`src/rtl/mau_pkg.sv`:
```
// Shared definitions for the memory-stage load/store sequencer.
// Contents: RV32I funct3 encodings, the FSM state type, and the store lane-mask helper.
// No logic of its own, so it has no latency or backpressure behaviour.
package mau_pkg;

  localparam logic [2:0] F3_B  = 3'd0;
  localparam logic [2:0] F3_H  = 3'd1;
  localparam logic [2:0] F3_W  = 3'd2;
  localparam logic [2:0] F3_BU = 3'd4;
  localparam logic [2:0] F3_HU = 3'd5;

  typedef enum logic {IDLE, RMW_WR} state_t;

  // Byte-lane mask for a store of the given width that starts at byte offset 'lane'.
  function automatic logic [31:0] lane_mask(input logic [2:0] funct3, input logic [1:0] lane);
    logic [31:0] m;
    case (funct3)
      F3_B:    m = 32'h0000_00FF;
      F3_H:    m = 32'h0000_FFFF;
      default: m = 32'hFFFF_FFFF;
    endcase
    return m << {lane, 3'b000};
  endfunction

endpackage

```
`src/rtl/load_extend.sv`:
```
// Selects the addressed byte or half from a memory word, then sign- or zero-extends it.
// Ports: word (raw memory word), addr (byte offset in the word), funct3 (load type), data (extended result).
// The block is purely combinational, so it has zero latency and no backpressure.
module load_extend
  import mau_pkg::*;
(
  input  logic [31:0] word,
  input  logic [1:0]  addr,
  input  logic [2:0]  funct3,
  output logic [31:0] data
);

  logic [31:0] shifted;

  assign shifted = word >> {addr, 3'b000};

  always_comb begin
    data = '0;
    case (funct3)
      F3_B:  data = {{24{shifted[7]}}, shifted[7:0]};
      F3_H:  data = {{16{shifted[15]}}, shifted[15:0]};
      F3_W:  data = word;
      F3_BU: data = {24'h0, shifted[7:0]};
      F3_HU: data = {16'h0, shifted[15:0]};
      default: data = '0;
    endcase
  end

endmodule

```
`src/rtl/mem_access_unit.sv`:
```
// Turns RV32I loads and stores into word accesses on a single-port memory. Sub-word stores are done as read-modify-write.
// Ports: req_* carries the pipeline request, rsp_* is the one-cycle response, and mem_* is the word memory (combinational read).
// Latency is N+1 for loads, SW and faults, and N+2 for SB/SH. req_ready drops during the RMW write cycle and while in reset.
module mem_access_unit
  import mau_pkg::*;
#(
  parameter int unsigned DEPTH = 1024
) (
  input  logic        clk,
  input  logic        rst,
  input  logic        req_valid,
  output logic        req_ready,
  input  logic        req_write,
  input  logic [2:0]  req_funct3,
  input  logic [31:0] req_addr,
  input  logic [31:0] req_wdata,
  output logic        rsp_valid,
  output logic [31:0] rsp_rdata,
  output logic        rsp_fault,
  output logic [31:0] mem_a,
  output logic [31:0] mem_wd,
  output logic        mem_we,
  input  logic [31:0] mem_rd
);

  state_t      state;
  logic [29:0] idx_q;
  logic [31:0] merged_q;

  logic        accept;
  logic        fault;
  logic        f3_bad;
  logic        misalign;
  logic        oor;
  logic        go;
  logic        store_word;
  logic [31:0] word_idx;
  logic [31:0] mask;
  logic [31:0] wdata_sh;
  logic [31:0] merged;
  logic [31:0] load_data;

  assign req_ready = rst && (state == IDLE);
  assign accept    = req_valid && req_ready;

  always_comb begin
    word_idx = {2'b00, req_addr[31:2]};
    f3_bad   = req_write ? (req_funct3 > F3_W)
                         : (req_funct3 == 3'd3 || req_funct3[2:1] == 2'b11);
    // funct3[1:0] gives the access size for every legal encoding (0 byte, 1 half, 2 word).
    misalign = (req_funct3[1:0] == 2'b01 && req_addr[0]) ||
               (req_funct3[1:0] == 2'b10 && req_addr[1:0] != 2'b00);
    oor      = word_idx >= DEPTH;
    fault    = f3_bad || misalign || oor;
    go       = accept && !fault;
    store_word = go && req_write && (req_funct3 == F3_W);
  end

  // Merge the new byte or half into the old word that is being read this cycle.
  always_comb begin
    mask     = lane_mask(req_funct3, req_addr[1:0]);
    wdata_sh = req_wdata << {req_addr[1:0], 3'b000};
    merged   = (mem_rd & ~mask) | (wdata_sh & mask);
  end

  load_extend u_load_extend (
    .word   (mem_rd),
    .addr   (req_addr[1:0]),
    .funct3 (req_funct3),
    .data   (load_data)
  );

  // Memory port mux. Reset gates only the write enable, so an RMW in flight is dropped without a write.
  always_comb begin
    mem_a  = '0;
    mem_wd = '0;
    mem_we = 1'b0;
    if (state == RMW_WR) begin
      mem_a  = {2'b00, idx_q};
      mem_wd = merged_q;
      mem_we = rst;
    end else if (go) begin
      mem_a = word_idx;
      if (store_word) begin
        mem_wd = req_wdata;
        mem_we = rst;
      end
    end
  end

  always_ff @(posedge clk) begin
    if (!rst) begin
      state     <= IDLE;
      rsp_valid <= 1'b0;
      rsp_fault <= 1'b0;
      rsp_rdata <= '0;
      merged_q  <= '0;
      idx_q     <= '0;
    end else begin
      rsp_valid <= 1'b0;
      rsp_fault <= 1'b0;
      rsp_rdata <= '0;
      case (state)
        IDLE: begin
          if (accept) begin
            if (fault) begin
              rsp_valid <= 1'b1;
              rsp_fault <= 1'b1;
            end else if (!req_write) begin
              rsp_valid <= 1'b1;
              rsp_rdata <= load_data;
            end else if (req_funct3 == F3_W) begin
              rsp_valid <= 1'b1;
            end else begin
              merged_q <= merged;
              idx_q    <= req_addr[31:2];
              state    <= RMW_WR;
            end
          end
        end
        RMW_WR: begin
          rsp_valid <= 1'b1;
          state     <= IDLE;
        end
        default: state <= IDLE;
      endcase
    end
  end

endmodule
```
`config.mk`:
```
export PLATFORM = sky130hd
export DESIGN_NAME = mem_access_unit
export DESIGN_NICKNAME = d
export VERILOG_FILES = /design/src/rtl/mau_pkg.sv /design/src/rtl/load_extend.sv /design/src/rtl/mem_access_unit.sv
export SDC_FILE = /design/constraint.sdc
export NUM_CORES = 1
export LEC_CHECK = 0
export ABC_AREA = 1
export BUFFER_PORTS_ARGS = -buffer_cell sky130_fd_sc_hd__buf_2
export CORE_MARGIN = 5
export CORE_UTILIZATION = 30
export DETAILED_ROUTE_END_ITERATION = 16
export PLACE_DENSITY = 0.6
export SLEW_MARGIN = 25
export SYNTH_ARGS = -nofsm -noshare
export SYNTH_HDL_FRONTEND = slang
export SYNTH_SLANG_ARGS = --single-unit
```
`constraint.sdc`:
```
create_clock -name clk -period 2.12 [get_ports clk]
set_clock_uncertainty 0.15 [all_clocks]
set_input_delay 0.318 -clock clk [delete_from_list [all_inputs] [get_ports clk]]
set_output_delay 0.318 -clock clk [all_outputs]
set_load 0.02 [all_outputs]
```
==> summary.md, run 1 <==
| Metric | Value |
|---|---|
| Ranking of synthesized cells by area | `dfxtp_1 33%, nand2_1 19%, nor2_1 7.6%` |
| Post-Route WL | `21300 um` |
| Final Total Pwr | `3.98 mW` |
| Part of the power in the clock network | `38.6%` |
| GP Congestion | `0.943` |
| Nets | `1243` |
| Final WS setup | `-0.105 ns` |
| Fmax achieved | `449 MHz` |
| Outcome | `finished with violations` |
| Via count | `6512` |
| Internal Pwr Total | `2.84 mW` |
| Root Buffer | `clkbuf_16` |
| DR pass1 iterations | `5` |
| Synthesized area | `0.00580 sq mm` |
| Core area | `0.0189 sq mm` |
| Clk_lat worst skew | `0.35 ns` |
| Final core utilization | `41.7%` |
| Yosys top cell area share | `33.5%` |
| Slew Limit Fails | `0` |
| Detailed placement HPWL | `16400 um` |
| Count of different cell masters after synthesis | `34` |
| Layout cells sized above 1 | `29.3%` |
| Crit end category | `output pin` |
| Critical path data required time | `1.65 ns` |
| # DRC | `0` |
| Total CTS buffers | `9` |
| Die Width | `149 um` |
| Antenna-violating nets left | `0` |
| Top post-synthesis cells by count | `289 x nand2_1, 118 x nor2_1, 112 x inv_1` |
| Num Clock Sinks | `97` |
| Failing checks | `setup timing` |
| Startpoint types | `primary input` |
| Worst Path Arrival | `1.76 ns` |
| Leak | `4.32 nW` |
| Worst path bufs/invs | `5` |
| Top cell by count, worst path | `buf_6` |
| P per Cell Area | `505 mW/mm^2` |
| Cell Chain, Critical Path | `buf_6 -> or2_1 -> nor2_2 -> inv_1 -> nor2_2 -> buf_6 -> nand2_4 -> nor2_8 -> buf_12 -> nand4_1 -> nand2_1 -> buf_6` |
| RSZ-0062 raised after global routing | `yes` |
| Vias in the first global route | `5985` |
| Initial core utilization | `30.7%` |
| Critical path's top delay family | `simple AND/OR/NAND/NOR gates` |
| Yosys warns | `0` |
| Combinational share of power | `15.6%` |
| Worst ir drop on vdd | `0.351 mV` |
| Most frequent cell after synthesis | `nand2_1` |
| Max Fanout on Critical Path | `15` |
| Wire length per cell | `15.1 um` |
| Mapped Avg Cell Area | `6.20 sq um` |
| Final hold viol count | `0` |
| Layout overhead on the synthesized area | `35.9%` |
| Clk buf depth | `2` |
| Vert. Die Dim | `149 um` |
| Post-DR vias/cell | `4.63` |
| NetSw | `1.15 mW` |
| Final-report setup violation count | `42` |
| Cell count after synthesis | `936` |
| Slowest-stage cell, CP | `or2_1` |
| Remaining global-route overflow | `0` |
| Number of synthesized flops with an enable pin | `0` |
| Hold Crit Class | `primary input to flop` |
| Gr usage total | `18.7%` |
| Num ports | `203` |
| WS Path Type | `primary input to output pin` |
| Max-cap violation count | `0` |
| H-tree levels | `3` |
| Yosys reg bits | `97` |
| Ys flop type | `dfxtp_1` |
| Max_slew headroom | `57.8%` |
| FP Rows | `50` |
| Tightest Pin Transition | `0.634 ns` |
| Sequential-to-total area share from yosys stat | `33.5%` |
| Number of port buffers | `200` |
| First-pass GRT wire length | `32700 um` |
| CTS tree | `built` |
| Final Cycle Share | `105%` |
| Initial antenna violation count | `5` |
| Final min period | `2.23 ns` |
| Largest net degree at the start of global routing | `63` |
| R2R Setup Slk | `0.39 ns` |
| Crit-path max cell delay | `0.22 ns` |
| Switching share of power | `28.8%` |
| Sequential share of power | `45.8%` |
| Hold-fix buffers, CTS | `0` |
| Worst-path clk slew | `0.07 ns` |
| Synth area leader | `dfxtp_1` |
| Post-synthesis async set-or-reset flop share | `0%` |
| 1st-iter DRT viols | `423` |
| Die area | `0.0222 sq mm` |
-- per-layer routing --
layer | track usage, % | routed length, um | vias to the layer above
met5 | 0 | 22 | -
met4 | 5.35 | 373 | 4
met3 | 3.59 | 1660 | 29
met2 | 31.0 | 9830 | 264
met1 | 24.7 | 9400 | 2882
li1 | - | - | 3333
-- layout by cell type (no fill, tap or decap), types with 20 or more instances in the layout --
cell,count
nand4_1,25
a21oi_2,27
o21ai_0,67
a21oi_1,46
nand2_1,287
and3_1,20
buf_6,26
inv_1,112
buf_2,157
buf_4,56
nor2_1,113
dfxtp_1,96
-- kinds of logic after synthesis --
kind of cell    after synthesis  share of synthesized area (%)
simple gates                483                           35.4
buf+inv                     181                           13.2
compound gates              174                           17.9
flops                        97                           33.5
other cells                   1                         0.0646
-- path summary, 6_finish.rpt --
check,startpoint,cells past startpoint,end
max,req_addr[31],12,mem_wd[20]
max reg2reg,state,8,merged_q[31]
min,req_addr[9],3,idx_q[7]
min reg2reg,idx_q[21],1,idx_q[21]
-- flip-flops by register name, summed over array words and instances, names as in the netlist --
signal	count
rsp_fault	1
idx_q	30
state	1
rsp_rdata	32
rsp_valid	1
merged_q	32
-- what timing repair did --
action / 4_1_cts / 5_1_grt
pin swaps: 3 / 3
resized for setup: 77 / 15
cloned: 1 / 0
setup endpoints to repair: 43 / 43
buffers inserted: 3 / 3
-- power groups by stage --
stage / Sequential (mW) / Combinational (mW) / Clock (mW)
2_1_floorplan: 1.87 / 0.325 / 0
3_3_place_gp: 1.87 / 0.598 / 0
3_5_place_dp: 1.87 / 0.595 / 0
4_1_cts: 1.82 / 0.610 / 1.58
5_1_grt: 1.82 / 0.685 / 1.66
6_report: 1.82 / 0.622 / 1.54
-- cell type report --
| class | instances | area [sq um] |
|---|---|---|
| timing repair buffer | 249 | 1700 |
| fill | 2086 | 11000 |
| sequential | 97 | 1940 |
| antenna | 3 | 7.51 |
| tap | 260 | 325 |
| clock buffer | 9 | 225 |
| multi-input combinational | 659 | 3170 |
| clock inverter | 7 | 47.5 |
| inverter | 124 | 467 |
-- through the flow --
stage           TNS, ns  instance area, sq um  std cells  worst slack (ns)  hold slack, ns
3_5_place_dp      -3.05                  7260       1382            -0.121           0.326
6_report          -2.55                  7890       1408            -0.105          0.0529
2_1_floorplan  -0.00340                  5810        937         -0.000340           0.303
4_1_cts           -2.43                  7820       1402           -0.0907          0.0425
3_3_place_gp      -2.71                  7260       1382            -0.115           0.321
5_1_grt           -7.74                  7890       1408            -0.248          0.0454
-- worst min-delay path, stage by stage --
cell and delay (ns):
buf_2 0.09, nor2_1 0.04, nor2_1 0.08
(Power assumes the default switching activity.)
==> run 2, diff against run 1 <==
Settings changed: CAP_MARGIN set to 20, CORE_ASPECT_RATIO set to 0.7.
==> run 2 against run 1 <==
The flow still finishes with violations (setup timing). Register-to-register slack barely moved. Wire length rose by 7.6%. Core utilization rose by 0.054 points. Final area rose by 0.54%. Critical path depth did not move. Non-clock buffer count rose by 7. Sequential power barely moved. Setup slack improved by 0.078 ns. Highest routed layer unchanged.
==> summary.md, run 2 (synthesized netlist as in run 1, its figures left out) <==
| Metric | Value |
|---|---|
| Vert. Die Dim | `126 um (was 149 um)` |
| Sequential share of power | `43.6% (was 45.8%)` |
| Slew Limit Fails | `0 (unchanged)` |
| Slowest-stage cell, CP | `nor2_4 (was or2_1)` |
| Antenna-violating nets left | `0 (unchanged)` |
| Final core utilization | `41.8% (was 41.7%)` |
| Failing checks | `setup timing (unchanged)` |
| Switching share of power | `30.7% (was 28.8%)` |
| Initial core utilization | `30.6% (was 30.7%)` |
| Number of port buffers | `200 (unchanged)` |
| Part of the power in the clock network | `39.9% (was 38.6%)` |
| DR pass1 iterations | `5 (unchanged)` |
| Regs by FF count | `merged_q: 32 flops, rsp_rdata: 32 flops, idx_q: 30 flops (unchanged)` |
| Leak | `4.34 nW (was 4.32 nW)` |
| Post-Route WL | `22900 um (was 21300 um)` |
| Max Fanout on Critical Path | `18 (was 15)` |
| Crit end category | `output pin (unchanged)` |
| Critical path data required time | `1.65 ns (about the same)` |
| Commonest non-fill, non-tap cell in the layout | `nand2_1 (unchanged)` |
| Dpl ws | `-0.156 ns (was -0.121 ns)` |
| Hold-fix buffers, CTS | `0 (unchanged)` |
| Clk buf depth | `2 (unchanged)` |
| R2R Path Start | `state (unchanged)` |
| Outcome | `finished with violations (unchanged)` |
| Worst ir drop on vdd | `0.328 mV (was 0.351 mV)` |
| Num ports | `203 (unchanged)` |
| P per Cell Area | `527 mW/mm^2 (was 505 mW/mm^2)` |
| Final hold viol count | `0 (unchanged)` |
| Die area | `0.0223 sq mm (was 0.0222 sq mm)` |
| WS Path Type | `primary input to output pin (unchanged)` |
| Worst path bufs/invs | `4 (was 5)` |
| RSZ-0062 raised after global routing | `yes (unchanged)` |
| CP startpoint | `req_funct3[0] (was req_addr[31])` |
| H-tree levels | `3 (unchanged)` |
| Layout cells sized above 1 | `29.6% (was 29.3%)` |
| Layout overhead on the synthesized area | `36.7% (was 35.9%)` |
| Via count | `6645 (was 6512)` |
| Tightest Pin Transition | `0.640 ns (was 0.634 ns)` |
| Hold Crit Class | `primary input to flop (unchanged)` |
| Fmax achieved | `466 MHz (was 449 MHz)` |
| # DRC | `0 (unchanged)` |
| Internal Pwr Total | `2.89 mW (was 2.84 mW)` |
| Max-cap violation count | `0 (unchanged)` |
| Remaining global-route overflow | `0 (unchanged)` |
| FP Rows | `42 (was 50)` |
| Vias in the first global route | `6140 (was 5985)` |
| Final Cycle Share | `101% (was 105%)` |
| Final WS setup | `-0.0275 ns (was -0.105 ns)` |
| 1st-iter DRT viols | `661 (was 423)` |
| Final-report setup violation count | `19 (was 42)` |
| Hold_sp | `req_addr[3] (was req_addr[9])` |
| Detailed placement HPWL | `17800 um (was 16400 um)` |
| Num Clock Sinks | `97 (unchanged)` |
| Critical path's top delay family | `simple AND/OR/NAND/NOR gates (unchanged)` |
| N_diodes | `0 (was 3)` |
| Post-DR vias/cell | `4.69 (was 4.63)` |
| Clk_lat worst skew | `0.36 ns (was 0.35 ns)` |
| First-pass GRT wire length | `34300 um (was 32700 um)` |
| GP Congestion | `0.958 (was 0.943)` |
| Worst Hold Slack | `0.0406 ns (was 0.0529 ns)` |
| Top cell by count, worst path | `nand2_1 (was buf_6)` |
| Worst Path Arrival | `1.68 ns (was 1.76 ns)` |
| Initial antenna violation count | `1 (was 5)` |
| NetSw | `1.28 mW (was 1.15 mW)` |
| Final min period | `2.15 ns (was 2.23 ns)` |
| Cell Chain, Critical Path | `buf_2 -> inv_1 -> nor2_4 -> nand2_1 -> nand2_1 -> nor2_4 -> nand2_2 -> nor2_8 -> buf_12 -> nand4_1 -> nand2_1 -> buf_6 (was buf_6 -> or2_1 -> nor2_2 -> inv_1 -> nor2_2 -> buf_6 -> nand2_4 -> nor2_8 -> buf_12 -> nand4_1 -> nand2_1 -> buf_6)` |
| Largest net degree at the start of global routing | `63 (unchanged)` |
| Core area | `0.0190 sq mm (was 0.0189 sq mm)` |
| Wire length per cell | `16.2 um (was 15.1 um)` |
| Commonest non-fill, non-tap cells in the layout | `287 x nand2_1, 156 x buf_2, 112 x inv_1 (was 287 x nand2_1, 157 x buf_2, 113 x nor2_1)` |
| Total CTS buffers | `9 (unchanged)` |
| Die Width | `176 um (was 149 um)` |
| Crit-path max cell delay | `0.17 ns (was 0.22 ns)` |
| Max_slew headroom | `57.3% (was 57.8%)` |
| Worst-path clk slew | `0.08 ns (was 0.07 ns)` |
| CTS tree | `built (unchanged)` |
| Gr usage total | `19.9% (was 18.7%)` |
| Startpoint types | `primary input (unchanged)` |
| Root Buffer | `clkbuf_16 (unchanged)` |
| Combinational share of power | `16.5% (was 15.6%)` |
| Nets | `1250 (was 1243)` |
==> run 2: changes by cell type in the layout (fill, tap and decap cells not counted), moves of 3 or more <==
cell | before | now
buf_4 | 56 | 71
buf_6 | 26 | 20
clkinv_2 | 4 | 0
diode_2 | 3 | 0
nor2_1 | 113 | 110
nor2_4 | 6 | 9
==> run 2: worst register-to-register path: cells and delay by family (launching register included) <==
family | cells | cell delay (ns)
flip-flops | 1 | 0.36
AND/OR/NAND/NOR | 6 | 0.66
buffers and inverters | 3 | 0.49
==> run 2: worst paths after layout <==
path,endpoint,slack (ns),cells after the start
worst min-delay path,idx_q[1],0.04,3
worst max-delay path,mem_wd[18],-0.03,12
worst max register to register,merged_q[17],0.40,9
worst min register to register,idx_q[26],0.34,1
==> run 2: power groups by stage <==
stage / registers [mW] / logic (mW) / clock network, mW
2_1_floorplan: 1.87 / 0.325 / 0
4_1_cts: 1.82 / 0.665 / 1.74
3_3_place_gp: 1.87 / 0.658 / 0
6_report: 1.82 / 0.688 / 1.66
5_1_grt: 1.82 / 0.736 / 1.80
3_5_place_dp: 1.87 / 0.655 / 0
==> run 2: per-stage QoR <==
step | power [mW] | setup TNS [ns] | cells | instance area (sq um)
floorplan | 2.19 | -0.00340 | 937 | 5810
global placement | 2.52 | -4.58 | 1395 | 7330
detailed placement | 2.52 | -4.64 | 1395 | 7330
CTS | 4.22 | -0.385 | 1414 | 7860
global route | 4.36 | -4.48 | 1416 | 7930
finish | 4.18 | -0.214 | 1416 | 7930
==> run 2: what timing repair did <==
action | CTS | global route
pin swaps | 3 | 2
gates cloned | 1 | 0
buffers inserted | 2 | 2
endpoints found under the setup margin | 43 | 43
resized for setup | 67 | 16
==> run 2: cell type report <==
class | count | area (sq um)
clock buffer | 9 | 225
clock inverter | 7 | 71.3
fill | 2041 | 11000
inverter | 124 | 465
multi-input combinational | 659 | 3160
sequential | 97 | 1940
tap | 264 | 330
timing repair buffer | 256 | 1730
==> run 2: metal layers <==
| layer | routed length [um] | vias up | global-route usage (%) |
|---|---|---|---|
| met3 | 2200 | 27 | 5.38 |
| met1 | 11200 | 2986 | 29.7 |
| met2 | 9180 | 277 | 28.0 |
| li1 | - | 3353 | - |
| met5 | 7 | - | 0 |
| met4 | 349 | 2 | 5.00 |
